==> src/rtl/cpu_pkg.sv <==
// Shared CPU constants: register index width, datapath width and the register index type.
package cpu_pkg;
    localparam int REG_ADDR_W = 3;
    localparam int DATA_W     = 8;
    typedef logic [REG_ADDR_W-1:0] reg_idx_t;
endpackage

==> src/rtl/operand_bypass.sv <==
// Priority select for one source operand: live write-back, issue-cycle write, RF data, held value.
// With ZERO_REG_EN defined, register 0 always reads as zero.
module operand_bypass
    import cpu_pkg::*;
#(
    parameter int BUS_WIDTH  = DATA_W,
    parameter int ADDR_WIDTH = REG_ADDR_W
) (
    input  logic                  wb_we_i,
    input  logic [ADDR_WIDTH-1:0] wb_addr_i,
    input  logic [BUS_WIDTH-1:0]  wb_data_i,
    input  logic                  fresh_i,
    input  logic                  lw_valid_i,
    input  logic [ADDR_WIDTH-1:0] lw_addr_i,
    input  logic [BUS_WIDTH-1:0]  lw_data_i,
    input  logic [ADDR_WIDTH-1:0] rs_i,
    input  logic [BUS_WIDTH-1:0]  rf_data_i,
    input  logic [BUS_WIDTH-1:0]  held_i,
    output logic [BUS_WIDTH-1:0]  op_o
);

    always_comb begin
        op_o = held_i;
        if (wb_we_i && (wb_addr_i == rs_i)) begin
            op_o = wb_data_i;
        end else if (fresh_i && lw_valid_i && (lw_addr_i == rs_i)) begin
            // RF read-before-write returned the old value on the issue cycle
            op_o = lw_data_i;
        end else if (fresh_i) begin
            op_o = rf_data_i;
        end
`ifdef ZERO_REG_EN
        if (rs_i == '0) begin
            op_o = '0;
        end
`endif
    end

endmodule

==> src/rtl/operand_fetch.sv <==
// Register-read stage: drives RF read addresses, captures and bypass-corrects operands for execute.
// Optional macro ZERO_REG_EN makes register 0 a hard-wired zero.
module operand_fetch
    import cpu_pkg::*;
#(
    parameter int BUS_WIDTH  = DATA_W,
    parameter int ADDR_WIDTH = REG_ADDR_W,
    parameter int TAG_WIDTH  = 8
) (
    input  logic                  clk,
    input  logic                  rst,
    input  logic                  in_valid,
    output logic                  in_ready,
    input  logic [ADDR_WIDTH-1:0] in_rs_a,
    input  logic [ADDR_WIDTH-1:0] in_rs_b,
    input  logic [TAG_WIDTH-1:0]  in_tag,
    output logic                  out_valid,
    input  logic                  out_ready,
    output logic [BUS_WIDTH-1:0]  out_op_a,
    output logic [BUS_WIDTH-1:0]  out_op_b,
    output logic [TAG_WIDTH-1:0]  out_tag,
    input  logic                  wb_we,
    input  logic [ADDR_WIDTH-1:0] wb_addr,
    input  logic [BUS_WIDTH-1:0]  wb_data,
    output logic                  rf_we,
    output logic [ADDR_WIDTH-1:0] rf_wr_addr,
    output logic [BUS_WIDTH-1:0]  rf_wr_data,
    output logic [ADDR_WIDTH-1:0] rf_rd_addr_a,
    output logic [ADDR_WIDTH-1:0] rf_rd_addr_b,
    input  logic [BUS_WIDTH-1:0]  rf_rd_data_a,
    input  logic [BUS_WIDTH-1:0]  rf_rd_data_b
);

    logic                  s_valid_q, s_valid_d;
    logic                  s_fresh_q, s_fresh_d;
    logic [ADDR_WIDTH-1:0] s_rs_a_q, s_rs_a_d;
    logic [ADDR_WIDTH-1:0] s_rs_b_q, s_rs_b_d;
    logic [TAG_WIDTH-1:0]  s_tag_q, s_tag_d;
    logic [BUS_WIDTH-1:0]  h_a_q, h_a_d;
    logic [BUS_WIDTH-1:0]  h_b_q, h_b_d;
    logic                  lw_valid_q;
    logic [ADDR_WIDTH-1:0] lw_addr_q;
    logic [BUS_WIDTH-1:0]  lw_data_q;

    logic                  wb_eff;
    logic                  xfer;
    logic [BUS_WIDTH-1:0]  op_a, op_b;

`ifdef ZERO_REG_EN
    assign wb_eff = wb_we && (wb_addr != '0);
`else
    assign wb_eff = wb_we;
`endif

    assign rf_we        = wb_eff;
    assign rf_wr_addr   = wb_addr;
    assign rf_wr_data   = wb_data;
    assign rf_rd_addr_a = in_rs_a;
    assign rf_rd_addr_b = in_rs_b;

    assign in_ready  = !s_valid_q || out_ready;
    assign xfer      = in_valid && in_ready;
    assign out_valid = s_valid_q;
    assign out_tag   = s_tag_q;
    assign out_op_a  = op_a;
    assign out_op_b  = op_b;

    operand_bypass #(
        .BUS_WIDTH  (BUS_WIDTH),
        .ADDR_WIDTH (ADDR_WIDTH)
    ) u_byp_a (
        .wb_we_i    (wb_we),
        .wb_addr_i  (wb_addr),
        .wb_data_i  (wb_data),
        .fresh_i    (s_fresh_q),
        .lw_valid_i (lw_valid_q),
        .lw_addr_i  (lw_addr_q),
        .lw_data_i  (lw_data_q),
        .rs_i       (s_rs_a_q),
        .rf_data_i  (rf_rd_data_a),
        .held_i     (h_a_q),
        .op_o       (op_a)
    );

    operand_bypass #(
        .BUS_WIDTH  (BUS_WIDTH),
        .ADDR_WIDTH (ADDR_WIDTH)
    ) u_byp_b (
        .wb_we_i    (wb_we),
        .wb_addr_i  (wb_addr),
        .wb_data_i  (wb_data),
        .fresh_i    (s_fresh_q),
        .lw_valid_i (lw_valid_q),
        .lw_addr_i  (lw_addr_q),
        .lw_data_i  (lw_data_q),
        .rs_i       (s_rs_b_q),
        .rf_data_i  (rf_rd_data_b),
        .held_i     (h_b_q),
        .op_o       (op_b)
    );

    // Without a new transfer the held operands keep snooping write-back every cycle
    always_comb begin
        s_valid_d = s_valid_q;
        s_fresh_d = 1'b0;
        s_rs_a_d  = s_rs_a_q;
        s_rs_b_d  = s_rs_b_q;
        s_tag_d   = s_tag_q;
        h_a_d     = op_a;
        h_b_d     = op_b;
        if (xfer) begin
            s_valid_d = 1'b1;
            s_fresh_d = 1'b1;
            s_rs_a_d  = in_rs_a;
            s_rs_b_d  = in_rs_b;
            s_tag_d   = in_tag;
            h_a_d     = h_a_q;
            h_b_d     = h_b_q;
        end else if (s_valid_q && out_ready) begin
            s_valid_d = 1'b0;
        end
    end

    always_ff @(posedge clk) begin
        if (rst) begin
            s_valid_q  <= 1'b0;
            s_fresh_q  <= 1'b0;
            s_rs_a_q   <= '0;
            s_rs_b_q   <= '0;
            s_tag_q    <= '0;
            h_a_q      <= '0;
            h_b_q      <= '0;
            lw_valid_q <= 1'b0;
            lw_addr_q  <= '0;
            lw_data_q  <= '0;
        end else begin
            s_valid_q  <= s_valid_d;
            s_fresh_q  <= s_fresh_d;
            s_rs_a_q   <= s_rs_a_d;
            s_rs_b_q   <= s_rs_b_d;
            s_tag_q    <= s_tag_d;
            h_a_q      <= h_a_d;
            h_b_q      <= h_b_d;
            lw_valid_q <= wb_eff;
            lw_addr_q  <= wb_addr;
            lw_data_q  <= wb_data;
        end
    end

endmodule
==> config.mk <==
export PLATFORM = sky130hd
export DESIGN_NAME = operand_fetch
export DESIGN_NICKNAME = d
export VERILOG_FILES = /design/src/rtl/cpu_pkg.sv /design/src/rtl/operand_bypass.sv /design/src/rtl/operand_fetch.sv
export SDC_FILE = /design/constraint.sdc
export NUM_CORES = 1
export LEC_CHECK = 0
export ABC_AREA = 0
export BUFFER_PORTS_ARGS = -buffer_cell sky130_fd_sc_hd__buf_4
export CAP_MARGIN = 20
export CORE_AREA = 2 2 89 91
export DETAILED_ROUTE_END_ITERATION = 12
export DIE_AREA = 0 0 91 93
export PLACE_DENSITY = 0.65
export SLEW_MARGIN = 10
export SYNTH_ARGS = -nofsm -noshare
export SYNTH_HDL_FRONTEND = slang
export SYNTH_SLANG_ARGS = --single-unit
==> constraint.sdc <==
create_clock -name clk -period 2.05 [get_ports clk]
set_clock_uncertainty 0.15 [all_clocks]
set_input_delay 0.41 -clock clk [delete_from_list [all_inputs] [get_ports clk]]
set_output_delay 0.41 -clock clk [all_outputs]
set_load 0.01 [all_outputs]
* Word-level counts from Yosys, hierarchy flattened
Index checks and enable logic that the tools add are counted.
** Word-level totals
- Output and inout port bits :: 44
- Flip-flop bits (word level) :: 44
- Logic and storage cells :: 33
- Input bits :: 46
** Cells by class
- Reduce and logical (&&, ||, !) cells :: 10
- Multiplexer cells :: 9
- Equal/unequal tests :: 4
** Operators with widths (count)
- 8-bit 2-to-1 mux :: 6
- 3-bit == test :: 4
- 1-bit logical AND :: 7
- 1-bit 2-to-1 mux :: 3
- 2-bit nonzero test :: 1
- 1-bit logical NOT :: 1
- 1-bit logical OR :: 1

* Logic depth before layout (Yosys ltp)
- Depth after elaboration :: 4
- Gate-level depth with buffers :: 6
- Depth with buffers taken out :: 4

* By module
A second synthesis with hierarchy kept.
** Second synthesis, totals
- Cells, all modules :: 294
- Area total of the unflattened synthesis :: 2658.8 sq um
** By module, submodules not included
- operand_fetch :: area each 1938.1 sq um, times used 1, seq. area each 880.8 sq um, cells an instance 188
- operand_bypass :: area each 360.3 sq um, times used 2, seq. area each 0.0 sq um, cells an instance 53

* Worst setup path before layout
Ideal clock, no wire load.
- Path type :: flip-flop to output port
- From :: register s_rs_b_q[0]
- To :: output port out_op_b[0]
- Data arrival time :: 1.477 ns
- Setup slack :: 0.013 ns
- Buffers on the path :: 0
- Data required time :: 1.490 ns
- Cell stages (with the launch flop) :: 5
- Cells stage by stage :: dfxtp_1 > xor2_1 > nor4_4 > mux2i_1 > o21ai_1
** On the way
- Word-level cells in the longest chain between the ends :: 4
- Elaborated cells between the ends (all ways) :: 6
- Those cells by class :: eq/ne: 2; mux: 2; reduce/logical: 2
** RTL lines
- start: declaration :: line operand_fetch.sv:37 : logic [ADDR_WIDTH-1:0] s_rs_b_q, s_rs_b_d;
- start signal: assignment :: line operand_fetch.sv:140 : s_rs_b_q <= s_rs_b_d;
- 3-bit == test :: line operand_bypass.sv:26 : end else if (fresh_i && lw_valid_i && (lw_addr_i == rs_i)) begin
- 1-bit logical AND :: line operand_bypass.sv:26
- 8-bit 2-to-1 mux :: line operand_bypass.sv:26
- 8-bit 2-to-1 mux * :: line operand_bypass.sv:24 : if (wb_we_i && (wb_addr_i == rs_i)) begin
- end: declaration :: line operand_fetch.sv:20 : output logic [BUS_WIDTH-1:0] out_op_b,
Mark *: on every way between the ends. The rest lies on a longest branch, timed or not.

* Final worst setup path
- From :: register s_rs_a_q[0]
- To :: output port out_op_a[6]
** On the way
- Word-level cells in the longest chain between the ends :: 4
- Elaborated cells between the ends (all ways) :: 6
- Those cells by class :: eq/ne: 2; mux: 2; reduce/logical: 2
** RTL lines
- start: declaration :: line operand_fetch.sv:36 : logic [ADDR_WIDTH-1:0] s_rs_a_q, s_rs_a_d;
- start signal: assignment :: line operand_fetch.sv:139 : s_rs_a_q <= s_rs_a_d;
- 3-bit == test :: line operand_bypass.sv:26
- 1-bit logical AND :: line operand_bypass.sv:26
- 8-bit 2-to-1 mux :: line operand_bypass.sv:26
- 8-bit 2-to-1 mux * :: line operand_bypass.sv:24
- end: declaration :: line operand_fetch.sv:19 : output logic [BUS_WIDTH-1:0] out_op_a,
Marked as above.

==> qor.yml <==
outcome:
  outcome: "finished with violations"
  violations: "setup timing"
grt:
  grt_util_met1: 0.191
  antenna_found_initial: 0
  grt_pass1_vias: 1934
  globalRouteMet3Util: 0.0290
  grt_overflow: 0
  grt_util_met2: 0.232
  busiest_layer: "met2"
  grt_use_total: 0.144
  grt_start_max_net_pins: 26
  grt_pass1_wl_um: 9670
floorplanning:
  ioPinCount: 90
  die_w_um: 91
  die_h_um: 93
  die_area_um2: 8460
  start_util: 0.292
  core_um2: 7530
  std_cell_rows: 32
clock_tree:
  clk_pin_slew_ns: 0.08
  cts-root-buf: "clkbuf_8"
  htreeDepth: 2
  cts_buffers: 5
  insertion_delay_ns: 0.29
  cts_tree: "done"
  clkSinkCount: 44
  cts_max_path_buffers: 2
timing:
  clock.fmax_mhz: 418
  fin_crit_sh: 1.17
  rsz0062_at_grt: "yes"
  final-hold-violation-count: 0
  final_max_slew_viol_count: 0
  period_needed_ns: 2.40
  setup_tns_ns: -5.14
  maxSlewHeadroom: 0.693
  worst_pin_slew_ns: 0.460
  setup_viol: 16
  worst_slack_ns: -0.345
setup_path:
  critPathBufInv: 2
  critPathSlowestCell: "dfxtp_2"
  max_stage_delay_ns: 0.34
  critical_path.top_delay_family: "flip-flops"
  critPathKind: "reg -> out"
  critPathCaptureType: "output port"
  path_max_fanout: 8
  critPathLaunchType: "flip-flop"
  cp.depth: 6
  path_cells: "xor2_1 > nor4_4 > buf_12 > mux2i_1 > o21ai_1 > buf_4"
  reg2reg_depth: 6
  critical_path_required_ns: 1.49
  critPathArrivalTime_ns: 1.84
detailed_routing:
  vias: 1960
  postRouteAntennaNets: 0
  routedWlPerCell_um: 15.1
  drtPass1Iterations: 4
  wirelength_um: 6190
  drt_iter0_drc: 57
  drc: 0
  vias_per_cell: 4.79
logic_synthesis:
  ys_ff_latch: 44
  syn_nets: 269
  synth_edf_count: 0
  ys.flop_type: "dfxtp_1"
  synth.most_common_cell: "dfxtp_1"
  async_flop_share: 0
  synthTopCellsByArea: "dfxtp_1 (40%), mux2_2 (8.2%), mux2i_1 (7.3%), o21ai_1 (7.3%), a32oi_1 (6.4%)"
  seq_area_frac_synth: 0.401
  syn-cell-area_um2: 2200
  ys_warn_count: 0
  synth_cells: 223
  yosys.area.top_type: "dfxtp_1"
  synth.avg_cell_area_um2: 9.85
  synth_common_cells: "dfxtp_1 (44), o21ai_1 (32), buf_4 (18)"
  yosysUniqueCellTypes: 21
  synth_top_cell_area_share: 0.401
final_layout:
  final_area_um2: 3220
  n_antenna_cell: 0
  drive_gt1_frac: 0.505
  final_util: 0.428
  fin_nets: 352
  fin_cells: 409
  syn2layout_area_growth_pct: 46.8
worst_hold_path:
  hold_depth: 2
  hold_class: "in -> reg"
placed_design:
  postPlaceCellArea_um2: 2980
  dp.cells: 397
  portBuffers: 89
  hpwl_um: 4370
  gp_congestion: 0.746
power_and_ir_drop:
  irDropWorstVdd_v: 0.000292
  power_density_nw_per_um2: 667
  leakagePower_uw: 0.00133
flow_run:
  maxCapViolCount: 0
==> worst reg2reg max path, cell delays in order (launching register included) <==
cell and delay [ns]:
dfxtp_2 0.35, buf_4 0.14, xnor2_1 0.15, and4_1 0.26, buf_12 0.18, nand2b_1 0.42
o21ai_1 0.11
==> layout make-up <==
class / count / area (um^2)
Fill cell: 756 / 4300
Tap cell: 102 / 128
Sequential cell: 44 / 886
Clock inverter: 2 / 38.8
Inverter: 1 / 3.75
Timing Repair Buffer: 109 / 881
Clock buffer: 6 / 82.6
Multi-Input combinational cell: 145 / 1200
==> where the power goes <==
| part | total [uW] | internal (uW) | switching (uW) |
|---|---|---|---|
| clock | 696 | 399 | 298 |
| combinational | 513 | 279 | 234 |
| sequential | 942 | 907 | 34.8 |
| total | 2150 | 1580 | 566 |
==> layer usage <==
metal  vias up  wire [um]
met2        79       2890
met4         0        133
met3        11        333
met5         -          0
met1       904       2840
li1        966          -
==> registers in the layout, summed over array words and instances, names as in the netlist <==
name and cells:
lw_addr_q 3, s_fresh_q 1, out_tag 8, h_b_q 8
out_valid 1, h_a_q 8, lw_data_q 8, s_rs_b_q 3
s_rs_a_q 3, lw_valid_q 1
==> stage by stage <==
| stage | total power (uW) | hold slack (ns) | setup WS, ns |
|---|---|---|---|
| 2_1_floorplan | 1200 | 0.288 | 0.0134 |
| 3_3_place_gp | 1430 | 0.299 | 0.0128 |
| 3_5_place_dp | 1440 | 0.311 | -0.0253 |
| 4_1_cts | 2160 | 0.169 | -0.367 |
| 5_1_grt | 2250 | 0.173 | -0.425 |
| 6_report | 2150 | 0.180 | -0.345 |
==> what timing repair did <==
action | 4_1_cts | 5_1_grt
buffers inserted | 1 | 3
pin swaps | 0 | 1
resized for setup | 6 | 14
setup endpoints to repair | 16 | 16
hold buffers | 0 | 0
==> cells by family (layout without fill, tap and decap cells) <==
family | count (synthesis) | in the layout | synth area share
mux | 32 | 32 | 0.155
buf+inv | 34 | 118 | 0.0923
compound gates | 64 | 64 | 0.198
flops | 44 | 44 | 0.401
xor+xnor | 12 | 12 | 0.0479
simple gates | 37 | 37 | 0.106
==> cells in the final DEF, fill, tap and decap left out, types with 4 or more instances in the layout <==
master / count
mux2i_2: 4
a22o_1: 13
nand2_1: 16
mux2i_1: 8
a32oi_1: 16
xor2_1: 5
buf_12: 5
mux2i_4: 4
dfxtp_1: 40
clkbuf_8: 6
o21ai_1: 29
dfxtp_2: 4
xnor2_1: 6
nor2b_1: 12
mux2_2: 16
buf_4: 104
==> path summary, 6_finish.rpt <==
check / to / startpoint / slack, ns
hold reg to reg: h_b_q[1]$_SDFFE_PP0N_ / h_b_q[1]$_SDFFE_PP0N_ / 0.33
setup / recovery: out_op_a[6] / s_rs_a_q[0]$_SDFFE_PP0P_ / -0.35
hold / removal: out_tag[6]$_SDFFE_PP0P_ / in_tag[6] / 0.18
setup reg to reg: h_b_q[0]$_SDFFE_PP0N_ / s_rs_b_q[2]$_SDFFE_PP0P_ / 0.18
(Power assumes the default switching activity.)
